**src/rtl/buf_ram_1p_arb_pkg.sv**
```systemverilog
`default_nettype none
// +--------------------------------------------------------------------------+
// | Module      : buf_ram_1p_arb_pkg                                         |
// | Description : Shared constants for the single-port buffer RAM arbiter:   |
// |               address/data widths and sequencer state encodings.         |
// | Ports       : none (package)                                             |
// | Revision    : 1.0 - initial release                                      |
// +--------------------------------------------------------------------------+
`ifndef PIXEL_WIDTH
`define PIXEL_WIDTH 8
`endif

package buf_ram_1p_arb_pkg;

    // 128-entry buffer, one pixel group (8 pixels) per word
    localparam int c_ADDR_WIDTH = 7;
    localparam int c_DATA_WIDTH = `PIXEL_WIDTH * 8;

    // Sequencer state encoding
    localparam int               c_ST_W    = 2;
    localparam logic [c_ST_W-1:0] c_ST_IDLE = 2'd0;
    localparam logic [c_ST_W-1:0] c_ST_WR   = 2'd1;
    localparam logic [c_ST_W-1:0] c_ST_RD   = 2'd2;

endpackage
`default_nettype wire

```
**src/rtl/buf_ram_1p_arb_rr.sv**
```systemverilog
`default_nettype none
// +--------------------------------------------------------------------------+
// | Module      : buf_ram_1p_arb_rr                                          |
// | Description : Two-requester round-robin grant (write / read client).     |
// |               A tie goes to the client that was not granted last.        |
// | Ports       : clk, rst      - clock, synchronous active-high reset       |
// |               i_en          - arbitration allowed this cycle             |
// |               i_req_wr/rd   - level requests                             |
// |               o_gnt_wr/rd   - one-hot grant, combinational               |
// | Revision    : 1.0 - initial release                                      |
// +--------------------------------------------------------------------------+
module buf_ram_1p_arb_rr
    import buf_ram_1p_arb_pkg::*;
(
    input  logic clk,
    input  logic rst,
    input  logic i_en,
    input  logic i_req_wr,
    input  logic i_req_rd,
    output logic o_gnt_wr,
    output logic o_gnt_rd
);

    // 1 = the most recent grant went to the read client
    logic r_last_rd;

    assign o_gnt_wr = i_en & i_req_wr & (~i_req_rd | r_last_rd);
    assign o_gnt_rd = i_en & i_req_rd & (~i_req_wr | ~r_last_rd);

    // Starting as "last = read" lets the write client win the first tie.
    always_ff @(posedge clk) begin
        if (rst) begin
            r_last_rd <= 1'b1;
        end else if (o_gnt_wr) begin
            r_last_rd <= 1'b0;
        end else if (o_gnt_rd) begin
            r_last_rd <= 1'b1;
        end
    end

endmodule
`default_nettype wire

```
**src/rtl/buf_ram_1p_arb.sv**
```systemverilog
`default_nettype none
// +--------------------------------------------------------------------------+
// | Module      : buf_ram_1p_arb                                             |
// | Description : Burst arbiter / sequencer sharing one single-port buffer   |
// |               RAM between a write client and a read client. One burst   |
// |               at a time, one beat per cycle; read data returned with a  |
// |               valid strobe one cycle after each read beat.              |
// | Ports       : clk, rst                 - clock, sync active-high reset   |
// |               wr_req/addr/len/ack      - write burst handshake          |
// |               wr_data_rd/data_i/done   - write beat strobe, data, last  |
// |               rd_req/addr/len/ack      - read burst handshake           |
// |               rd_data_o/vld/done       - read data, valid, last         |
// |               ram_ce/we/addr/data_i    - RAM control and write data     |
// |               ram_data_o               - RAM Q (1-cycle latency)        |
// | Revision    : 1.0 - initial release                                      |
// +--------------------------------------------------------------------------+
module buf_ram_1p_arb
    import buf_ram_1p_arb_pkg::*;
#(
    parameter int ADDR_WIDTH = c_ADDR_WIDTH,
    parameter int DATA_WIDTH = c_DATA_WIDTH
) (
    input  logic                  clk,
    input  logic                  rst,
    input  logic                  wr_req,
    input  logic [ADDR_WIDTH-1:0] wr_addr,
    input  logic [ADDR_WIDTH-1:0] wr_len,
    output logic                  wr_ack,
    output logic                  wr_data_rd,
    input  logic [DATA_WIDTH-1:0] wr_data_i,
    output logic                  wr_done,
    input  logic                  rd_req,
    input  logic [ADDR_WIDTH-1:0] rd_addr,
    input  logic [ADDR_WIDTH-1:0] rd_len,
    output logic                  rd_ack,
    output logic [DATA_WIDTH-1:0] rd_data_o,
    output logic                  rd_data_vld,
    output logic                  rd_done,
    output logic                  ram_ce,
    output logic                  ram_we,
    output logic [ADDR_WIDTH-1:0] ram_addr,
    output logic [DATA_WIDTH-1:0] ram_data_i,
    input  logic [DATA_WIDTH-1:0] ram_data_o
);

    logic [c_ST_W-1:0]     r_state;
    logic [c_ST_W-1:0]     w_state_nxt;
    logic [ADDR_WIDTH-1:0] r_cur_addr;
    logic [ADDR_WIDTH-1:0] r_beat_cnt;
    logic                  r_rd_vld;
    logic                  r_rd_last;
    logic                  w_arb_en;
    logic                  w_gnt_wr;
    logic                  w_gnt_rd;
    logic                  w_last_beat;

    // No grant while reset is held, so every output is quiet during reset.
    assign w_arb_en    = (r_state == c_ST_IDLE) && !rst;
    assign w_last_beat = (r_beat_cnt == '0);

    buf_ram_1p_arb_rr u_rr (
        .clk      (clk),
        .rst      (rst),
        .i_en     (w_arb_en),
        .i_req_wr (wr_req),
        .i_req_rd (rd_req),
        .o_gnt_wr (w_gnt_wr),
        .o_gnt_rd (w_gnt_rd)
    );

    // ---------------- state register ----------------
    always_ff @(posedge clk) begin
        if (rst) begin
            r_state <= c_ST_IDLE;
        end else begin
            r_state <= w_state_nxt;
        end
    end

    // ---------------- next-state logic ----------------
    always_comb begin
        w_state_nxt = r_state;
        case (r_state)
            c_ST_IDLE: begin
                if (w_gnt_wr) begin
                    w_state_nxt = c_ST_WR;
                end else if (w_gnt_rd) begin
                    w_state_nxt = c_ST_RD;
                end
            end
            c_ST_WR,
            c_ST_RD: begin
                if (w_last_beat) begin
                    w_state_nxt = c_ST_IDLE;
                end
            end
            default: w_state_nxt = c_ST_IDLE;
        endcase
    end

    // ---------------- output logic ----------------
    always_comb begin
        ram_ce     = 1'b0;
        ram_we     = 1'b0;
        ram_data_i = '0;
        wr_data_rd = 1'b0;
        wr_done    = 1'b0;
        case (r_state)
            c_ST_WR: begin
                ram_ce     = 1'b1;
                ram_we     = 1'b1;
                ram_data_i = wr_data_i;
                wr_data_rd = 1'b1;
                wr_done    = w_last_beat;
            end
            c_ST_RD: begin
                ram_ce = 1'b1;
            end
            default: ;
        endcase
    end

    assign wr_ack      = w_gnt_wr;
    assign rd_ack      = w_gnt_rd;
    assign ram_addr    = r_cur_addr;
    assign rd_data_vld = r_rd_vld;
    assign rd_done     = r_rd_vld & r_rd_last;
    // RAM Q passes straight through; masked so idle cycles show zero.
    assign rd_data_o   = r_rd_vld ? ram_data_o : '0;

    // ---------------- address / beat counters ----------------
    // Loaded in the grant cycle; the address wraps naturally at 2**ADDR_WIDTH.
    always_ff @(posedge clk) begin
        if (rst) begin
            r_cur_addr <= '0;
            r_beat_cnt <= '0;
        end else if (w_gnt_wr) begin
            r_cur_addr <= wr_addr;
            r_beat_cnt <= wr_len;
        end else if (w_gnt_rd) begin
            r_cur_addr <= rd_addr;
            r_beat_cnt <= rd_len;
        end else if (r_state != c_ST_IDLE) begin
            r_cur_addr <= r_cur_addr + ADDR_WIDTH'(1);
            r_beat_cnt <= r_beat_cnt - ADDR_WIDTH'(1);
        end
    end

    // ---------------- read return pipeline ----------------
    // Tracks the RAM's one-cycle read latency independently of the FSM, so
    // the last data cycle may overlap the next grant cycle.
    always_ff @(posedge clk) begin
        if (rst) begin
            r_rd_vld  <= 1'b0;
            r_rd_last <= 1'b0;
        end else begin
            r_rd_vld  <= (r_state == c_ST_RD);
            r_rd_last <= (r_state == c_ST_RD) && w_last_beat;
        end
    end

endmodule
`default_nettype wire
```
**config.mk**
```make
export PLATFORM = sky130hd
export DESIGN_NAME = buf_ram_1p_arb
export DESIGN_NICKNAME = d
export VERILOG_FILES = /design/src/rtl/buf_ram_1p_arb_pkg.sv /design/src/rtl/buf_ram_1p_arb_rr.sv /design/src/rtl/buf_ram_1p_arb.sv
export SDC_FILE = /design/constraint.sdc
export NUM_CORES = 1
export LEC_CHECK = 0
export BUFFER_PORTS_ARGS = -buffer_cell sky130_fd_sc_hd__buf_2
export CORE_AREA = 8 8 111 113
export DETAILED_ROUTE_END_ITERATION = 10
export DIE_AREA = 0 0 119 121
export PLACE_DENSITY = 0.59
export REMOVE_ABC_BUFFERS = 1
export SLEW_MARGIN = 40
export SYNTH_ARGS = -nofsm -noshare
export SYNTH_HDL_FRONTEND = slang
export SYNTH_HIERARCHICAL = 1
export SYNTH_SLANG_ARGS = --single-unit
export TNS_END_PERCENT = 100
```
**constraint.sdc**
```tcl
create_clock -name clk -period 2.3 [get_ports clk]
set_clock_uncertainty 0.15 [all_clocks]
set_input_delay 0.69 -clock clk [delete_from_list [all_inputs] [get_ports clk]]
set_output_delay 0.69 -clock clk [all_outputs]
set_load 0.005 [all_outputs]
```
# --- After elaboration in Yosys (flattened, before gate mapping) ---
# Cells that the tools add are included.
totals:
  reg_bits: 19
  input_bits: 160
  output_inout_bits: 143
  wordCells: 49
op_classes:
  add_sub_neg: 2
  eq_ne: 4
  mux: 17
  bitwise: 10
  reduce_logical: 10
op_table:
  columns: ["operator", "n"]
  rows:
  - ["2-to-1 mux 64 bit", 2]
  - ["2-to-1 mux 7 bit", 6]
  - ["adder 7 x 1 -> 7 bit, second input constant", 1]
  - ["logical NOT 7 bit", 1]
  - ["subtractor 7 x 1 -> 7 bit, second input constant", 1]
  - ["2-to-1 mux 2 bit", 3]
  - ["bitwise AND 1 bit", 5]
  - ["2-to-1 mux 1 bit", 5]
  - ["case mux 2 bit (2 select lines)", 1]
  - ["nonzero test 2 bit", 2]
  - ["inequality test 3 bit, second input constant", 1]
  - ["NOT 1 bit", 3]
  - ["nonzero test 3 bit", 1]
  - ["== test 2 x 1 -> 1 bit, second input constant", 1]
  - ["== test 2 bit, second input constant", 1]
  - ["logical AND 1 bit", 2]
  - ["logical NOT 2 bit", 1]
  - ["inequality test 2 x 1 -> 1 bit, second input constant", 1]
  - ["OR 1 bit", 2]
  - ["AND reduction 2 bit", 1]
  - ["OR reduction 2 bit", 1]
  - ["logical NOT 1 bit", 1]

# --- Depth between registers and ports, before layout ---
# Gate-level depths: netlist of the first run.
logic_depth:
  word_depth: 7
  ltp_mapped: 12

# --- Hierarchy ---
# The synthesis of the first run kept the hierarchy.
by_module_without_submodules:
  columns: ["module", "n_inst", "cells_each", "area_each_um2", "seq_area_each_um2"]
  rows:
  - ["buf_ram_1p_arb", 1, 289, 2095.8, 360.3]
  - ["buf_ram_1p_arb_rr", 1, 8, 58.8, 20.0]

# --- Worst setup path after synthesis of the first run ---
# OpenSTA, ideal clock, no wires.
synth_path:
  kind: "input to register"
  start: "input port rst"
  end: "register r_beat_cnt[2]"
  setup_time_ns: 0.086
  arrival_ns: 2.142
  slack_ns: -0.078
  stages: 10
  cell_sequence: "clkbuf_1 nor2b_1 nand2_1 a21oi_1 buf_4 buf_6 nand2_1 o21ai_1 mux2i_1 a211oi_1"
synth_between:
  elab_chain_cells: 6
  elab_cells_between_ends: 9
  classes_between: "mux: 2; bitwise: 4; reduce/logical: 3"
synth_rtl:
  columns: ["element", "line_no", "text"]
  rows:
  - ["start, declared", "buf_ram_1p_arb.sv:24", "input logic rst,"]
  - ["logical NOT 1 bit *", "buf_ram_1p_arb.sv:58", "assign w_arb_en = (r_state == c_ST_IDLE) && !rst;"]
  - ["logical AND 1 bit *", "buf_ram_1p_arb.sv:58", null]
  - ["via w_arb_en", "buf_ram_1p_arb.sv:52", "logic w_arb_en;"]
  - ["bitwise AND 1 bit * (2 in series)", "buf_ram_1p_arb_rr.sv:28", "assign o_gnt_rd = i_en & i_req_rd & (~i_req_wr | ~r_last_rd);"]
  - ["via rd_ack", "buf_ram_1p_arb.sv:35", "output logic rd_ack,"]
  - ["2-to-1 mux 7 bit", "buf_ram_1p_arb.sv:140", "end else if (w_gnt_rd) begin"]
  - ["2-to-1 mux 7 bit", "buf_ram_1p_arb.sv:137", "end else if (w_gnt_wr) begin"]
  - ["end signal, assigned", "buf_ram_1p_arb.sv:139", "r_beat_cnt <= wr_len;"]
  - ["end signal, assigned", "buf_ram_1p_arb.sv:142", "r_beat_cnt <= rd_len;"]
  - ["end signal, assigned", "buf_ram_1p_arb.sv:145", "r_beat_cnt <= r_beat_cnt - ADDR_WIDTH'(1);"]
  - ["end, declared", "buf_ram_1p_arb.sv:49", "logic [ADDR_WIDTH-1:0] r_beat_cnt;"]
# The timed path passes the listed nets; every way through them passes the cells marked *.
# A chain may end at the register's enable or synchronous reset.

# --- Worst setup path after layout of the first run ---
layout_path:
  start: "register r_state[1]"
  end: "output port ram_data_i[58]"
layout_between:
  elab_chain_cells: 2
layout_rtl:
  columns: ["element", "line_no", "text"]
  rows:
  - ["start, declared", "buf_ram_1p_arb.sv:46", "logic [c_ST_W-1:0] r_state;"]
  - ["start signal, assigned", "buf_ram_1p_arb.sv:74", "r_state <= c_ST_IDLE;"]
  - ["start signal, assigned", "buf_ram_1p_arb.sv:76", "r_state <= w_state_nxt;"]
  - ["== test 2 x 1 -> 1 bit", "buf_ram_1p_arb.sv:108", "case (r_state)"]
  - ["2-to-1 mux 64 bit", "buf_ram_1p_arb.sv:108", null]
  - ["end, declared", "buf_ram_1p_arb.sv:42", "output logic [DATA_WIDTH-1:0] ram_data_i,"]
# Every way passes these cells.

==> impl_metrics.py, run 1 <==
metrics = {
    "status": {
        "status": "complete, no violations",
    },
    "die": {
        "core_area_sq_um": 10600,
        "dieArea_sq_um": 14400,
        "initial_core_util": 0.203,
        "dieWidth_um": 119,
        "rows": 38,
        "fp.dieH_um": 121,
        "io-pin-count": 303,
    },
    "pwr": {
        "pwr-share-comb": 0.692,
        "irDropWorstVdd_mv": 0.492,
        "power.density_nw_per_um2": 677,
        "p_int_mw": 1.56,
        "swShare": 0.423,
        "switching_power_mw": 1.14,
        "p_leak_nw": 2.40,
        "pwr-share-seq": 0.221,
        "clkPwrFrac": 0.087,
    },
    "yosys": {
        "synth-edff-count": 0,
        "synth.yosys.seq_area_share": 0.177,
        "avgSynthCellArea_sq_um": 7.25,
        "synth.distinct_cells": 48,
        "ys_warn_count": 6,
        "synthFlopType": "dfxtp_1",
        "syn_area_sq_um": 2150,
        "ys_seq_elements": 19,
        "synthTopCellsByCount": "129 x and2_1, 19 x dfxtp_1, 16 x clkbuf_1, 16 x nand2_1",
        "syn_inst": 297,
        "synthTopCellsByArea": "and2_1 37%, dfxtp_1 18%, ha_1 3.5%",
        "synth.most_common_cell": "and2_1",
        "synth_top_area_cell": "and2_1",
        "synth_top_area_share": 0.375,
        "synth-async-reset-ratio": 0,
    },
    "setup_path": {
        "crit_chain": "inv_2 -> ha_2 -> buf_8 -> and2_1 -> buf_2",
        "r2r_slack_ns": 0.12,
        "slowest_delay_ns": 0.34,
        "startpoint_type": "register",
        "crit_path_end_kind": "primary output",
        "path_max_fanout": 39,
        "required_ns": 1.46,
        "arrival_ns": 1.38,
        "crit_type": "reg2out",
        "cpMaxStageDelayCell": "dfxtp_2",
    },
    "clock_tree": {
        "cts_root_buf": "clkbuf_8",
        "cts_tree": "yes",
        "clock_path_buffers": 2,
        "htree_levels": 1,
        "cts.sinks": 19,
        "clk_pin_slew_ns": 0.07,
        "numCtsBuffers": 3,
        "insertion_delay_ns": 0.25,
    },
    "layout": {
        "finish.utilization": 0.377,
        "syn2layout_area_growth_pct": 85.5,
        "diodes": 0,
        "drive_gt1_frac": 0.579,
        "final.fill_count": 1124,
        "design_area_sq_um": 4000,
        "stdcell_count": 736,
        "num-nets-final": 763,
    },
    "global_route": {
        "antenna_found_initial": 5,
        "grt_max_degree": 66,
        "grt_usage": 0.170,
        "grt_pass1_wl_mm": 19.8,
        "first_global_vias": 3250,
        "overflow": 0,
    },
    "detailed_routing": {
        "vias": 3276,
        "drc_errors": 0,
        "ant_nets": 0,
        "wl_per_cell_um": 17.9,
        "drt_iter0_markers": 193,
        "drt-total-wl_mm": 13.2,
        "vias_per_cell": 4.45,
        "dr.pass1.iters": 4,
    },
    "timing": {
        "report.final.slew_viol_count": 0,
        "hold_violations": 0,
        "tightest_slew_ns": 0.407,
        "setup_viol": 0,
        "max-slew-margin-rel": 0.728,
        "fmax_mhz": 450,
        "setup_tns_ns": 0,
        "rsz0062_at_grt": "no",
        "period_share": 0.967,
        "finalCriticalPeriod_ns": 2.22,
    },
    "placed_design": {
        "place_area_sq_um": 3870,
        "hpwlAfterDp_mm": 11.8,
        "port_buffers": 302,
        "routabilityCongestion": 0.902,
        "dp.cells": 729,
    },
    "hold_path": {
        "hp-class": "reg2reg",
    },
    "flow_run": {
        "drv_cap": 0,
    },
}
==> power by group through the flow <==
stage	registers, mW	logic, mW	clock network (mW)
after floorplan	0.575	0.926	0
after global placement	0.585	1.75	0
after detailed placement	0.589	1.78	0
after CTS	0.588	1.82	0.240
after global routing	0.614	2.08	0.249
final	0.598	1.87	0.235
==> registers in the layout, summed over array words and instances, names as in the netlist <==
register and count:
u_rr/r_last_rd 1, ram_addr 7, rd_data_vld 1, r_beat_cnt 7
r_rd_last 1, r_state 2
==> layer usage <==
metal | up-vias | wire (um) | track usage
met5 | - | 64 | 0
met4 | 10 | 58 | 0.0166
met3 | 14 | 1820 | 0.0838
met2 | 193 | 5780 | 0.268
met1 | 1497 | 5480 | 0.210
li1 | 1562 | - | -
==> timing repair <==
item | 4_1_cts | 5_1_grt
resized for setup | 4 | 15
endpoints found under the hold margin | 0 | 0
pin swaps | 0 | 3
buffers inserted | 1 | 2
hold buffers | 0 | 0
endpoints found under the setup margin | 3 | 56
==> cells in the final DEF (no fill, tap or decap), types with 6 or more instances in the layout <==
cell and count:
a21oi_1 8, and2_1 129, buf_2 302, buf_4 13, dfxtp_1 16, inv_1 8
nand2_1 15, nor2_1 7, o211ai_1 6, o21ai_0 8, xnor2_1 6
==> final cells by class <==
cell class,instances,area (sq um),share of cell area
Clock buffer,4,45.0,0.0113
Multi-Input combinational cell,243,1660,0.414
Timing Repair Buffer,320,1700,0.425
Inverter,10,37.5,0.00939
Sequential cell,19,384,0.0961
Tap cell,140,175,0.0438
==> logic make-up after synthesis <==
group                      synth area share
and+or+nand+nor                       0.513
muxes                                0.0139
buffers and inverters                0.0772
DFF                                   0.177
adders and majority gates            0.0348
xor gates and xnor gates             0.0406
AOI/OAI and AO/OA                     0.143
==> worst max-delay path, delay by kind of cell (launching register included) <==
kind / cells / cell delay (ns)
and+or+nand+nor: 1 / 0.17
adders and majority gates: 1 / 0.22
DFF: 1 / 0.34
buffers and inverters: 3 / 0.40
==> through the flow <==
stage / power, mW / setup WS [ns] / hold slack [ns]
floorplan: 1.50 / -0.945 / 0.289
finish: 2.70 / 0.0762 / 0.340
global route: 2.94 / 0.00219 / 0.379
detailed placement: 2.37 / -0.0846 / 0.331
global placement: 2.33 / 0.0110 / 0.324
CTS: 2.65 / 0.00648 / 0.343
==> path summary, 6_finish.rpt <==
check / start / end / depth (start not counted)
hold reg to reg: r_beat_cnt[1]$_SDFFE_PP0P_ / r_beat_cnt[1]$_SDFFE_PP0P_ / 2
setup reg to reg: r_state[1]$_SDFFE_PP0P_ / r_beat_cnt[5]$_SDFFE_PP0P_ / 11
setup / recovery: r_state[1]$_SDFFE_PP0P_ / ram_data_i[58] / 5
hold / removal: r_beat_cnt[1]$_SDFFE_PP0P_ / r_beat_cnt[1]$_SDFFE_PP0P_ / 2
Note: power is estimated with default switching activity, not from simulation.
==> inputs of run 2 (changes only) <==
Settings changed: RECOVER_POWER set to 100.
==> impl_metrics.py, run 2 (synthesis gave the netlist of run 1 again) <==
metrics = {
    "detailed_routing": {
        "wl_per_cell_um": 18.0,
        "ant_nets": 0,
        "vias_per_cell": 4.42,
        "drc_errors": 0,
        "vias": 3252,
        "dr.pass1.iters": 6,
        "drt_iter0_markers": 167,
        "drt-total-wl_mm": 13.3,
    },
    "hold_path": {
        "whs_path_depth": 2,
        "min_to": "r_beat_cnt[1]$_SDFFE_PP0P_",
        "hp-class": "reg2reg",
        "hp-start": "r_beat_cnt[1]$_SDFFE_PP0P_",
    },
    "flow_run": {
        "drv_cap": 0,
    },
    "die": {
        "core_area_sq_um": 10600,
        "initial_core_util": 0.203,
        "dieArea_sq_um": 14400,
        "io-pin-count": 303,
        "fp.dieH_um": 121,
        "rows": 38,
        "dieWidth_um": 119,
    },
    "layout": {
        "num-nets-final": 763,
        "finish.utilization": 0.367,
        "mostFrequentLayoutCells": "213 x buf_2, 99 x and2_1, 86 x clkbuf_1, 30 x and2_0, 16 x dfxtp_1",
        "diodes": 0,
        "final_common_cell": "buf_2",
        "syn2layout_area_growth_pct": 80.5,
        "drive_gt1_frac": 0.435,
    },
    "pwr": {
        "pwr-share-seq": 0.225,
        "pwr-share-comb": 0.687,
        "clkPwrFrac": 0.089,
        "irDropWorstVdd_mv": 0.493,
        "swShare": 0.433,
        "power.density_nw_per_um2": 685,
        "power_mw": 2.66,
        "p_int_mw": 1.51,
        "p_leak_nw": 2.00,
        "switching_power_mw": 1.15,
    },
    "status": {
        "status": "complete, no violations",
    },
    "setup_path": {
        "required_ns": 1.46,
        "arrival_ns": 1.39,
        "worstReg2RegStart": "r_state[1]$_SDFFE_PP0P_",
        "startpoint_type": "register",
        "r2r_cells": 11,
        "r2r_slack_ns": 0.11,
        "path_max_fanout": 28,
        "crit_path_end_kind": "primary output",
        "rr_endpoint": "r_beat_cnt[5]$_SDFFE_PP0P_",
        "crit_type": "reg2out",
    },
    "timing": {
        "report.final.slew_viol_count": 0,
        "rsz0062_at_grt": "no",
        "setup_viol": 0,
        "finalCriticalPeriod_ns": 2.23,
        "fin_ws_ns": 0.0657,
        "period_share": 0.971,
        "holdWs_ns": 0.340,
        "fmax_mhz": 448,
        "max-slew-margin-rel": 0.727,
        "hold_violations": 0,
        "tightest_slew_ns": 0.409,
    },
    "placed_design": {
        "hpwlAfterDp_mm": 11.8,
        "port_buffers": 302,
        "pre_cts_ws_ns": -0.0846,
        "routabilityCongestion": 0.902,
    },
    "clock_tree": {
        "postCtsHoldBufs": 0,
        "insertion_delay_ns": 0.25,
        "cts_root_buf": "clkbuf_8",
        "clk_pin_slew_ns": 0.07,
        "numCtsBuffers": 3,
        "cts_tree": "yes",
        "cts.sinks": 19,
        "htree_levels": 1,
        "clock_path_buffers": 2,
    },
    "global_route": {
        "grt_pass1_wl_mm": 19.8,
        "grt_usage": 0.170,
        "antenna_found_initial": 5,
        "grt_max_degree": 66,
        "first_global_vias": 3250,
        "overflow": 0,
    },
}
==> run 2: cell count changes in the layout (fill, tap and decap cells not counted), sizes merged <==
cell	before	now
buf	320	231
clkbuf	4	93
==> run 2: worst max-delay path, stage by stage, from the launching register on <==
cell and delay (ns):
dfxtp_2 0.34, inv_2 0.08, ha_2 0.22, buf_8 0.17
and2_1 0.19, buf_2 0.14
==> run 2: final cells by class <==
cell class / instances / area, sq um
clock buffers: 4 / 45.0
fillers: 1183 / 6710
inverters: 10 / 37.5
multi-input cells: 243 / 1660
flip-flops and latches: 19 / 384
well taps: 140 / 175
repair buffers: 320 / 1590
==> run 2: how the worst max path moves through the flow <==
stage / from / end / slack (ns) / depth (start not counted)
6_report: r_state[1]$_SDFFE_PP0P_ / ram_data_i[40] / 0.07 / 5
5_1_grt: r_state[1]$_SDFFE_PP0P_ / wr_done / 0.001 / 5
4_1_cts: r_state[1]$_SDFFE_PP0P_ / ram_data_i[58] / 0.006 / 5
3_5_place_dp: rst / r_beat_cnt[3]$_SDFFE_PP0P_ / -0.08 / 10
3_3_place_gp: rst / wr_ack / 0.01 / 6
2_1_floorplan: r_state[0]$_SDFFE_PP0P_ / r_beat_cnt[3]$_SDFFE_PP0P_ / -0.94 / 9
==> run 2: layer usage <==
metal / wire length, um / track usage / vias to the layer above
met5: 64 / 0 / -
met4: 58 / 0.0166 / 10
met3: 1870 / 0.0838 / 14
met2: 5780 / 0.268 / 186
met1: 5480 / 0.210 / 1486
li1: - / - / 1556
==> run 2: what timing repair did <==
action	CTS	global route
cloned	0	0
gates resized for setup	4	15
buffers inserted	1	2
endpoints found under the setup margin	3	56
hold endpoints to repair	0	0
pin swaps	0	3
==> run 2: power by group through the flow <==
stage / sequential [mW] / combinational [mW] / clock (mW)
2_1_floorplan: 0.575 / 0.926 / 0
3_3_place_gp: 0.585 / 1.75 / 0
5_1_grt: 0.614 / 2.03 / 0.249
4_1_cts: 0.588 / 1.82 / 0.240
6_report: 0.598 / 1.83 / 0.236
3_5_place_dp: 0.589 / 1.78 / 0
==> run 2: through the flow <==
stage / area (sq um) / TNS (ns) / cells
after global placement: 3870 / 0 / 729
after global routing: 3890 / 0 / 736
after CTS: 3940 / 0 / 734
after floorplan: 2030 / -13.80 / 272
final: 3890 / 0 / 736
after detailed placement: 3870 / -0.157 / 729
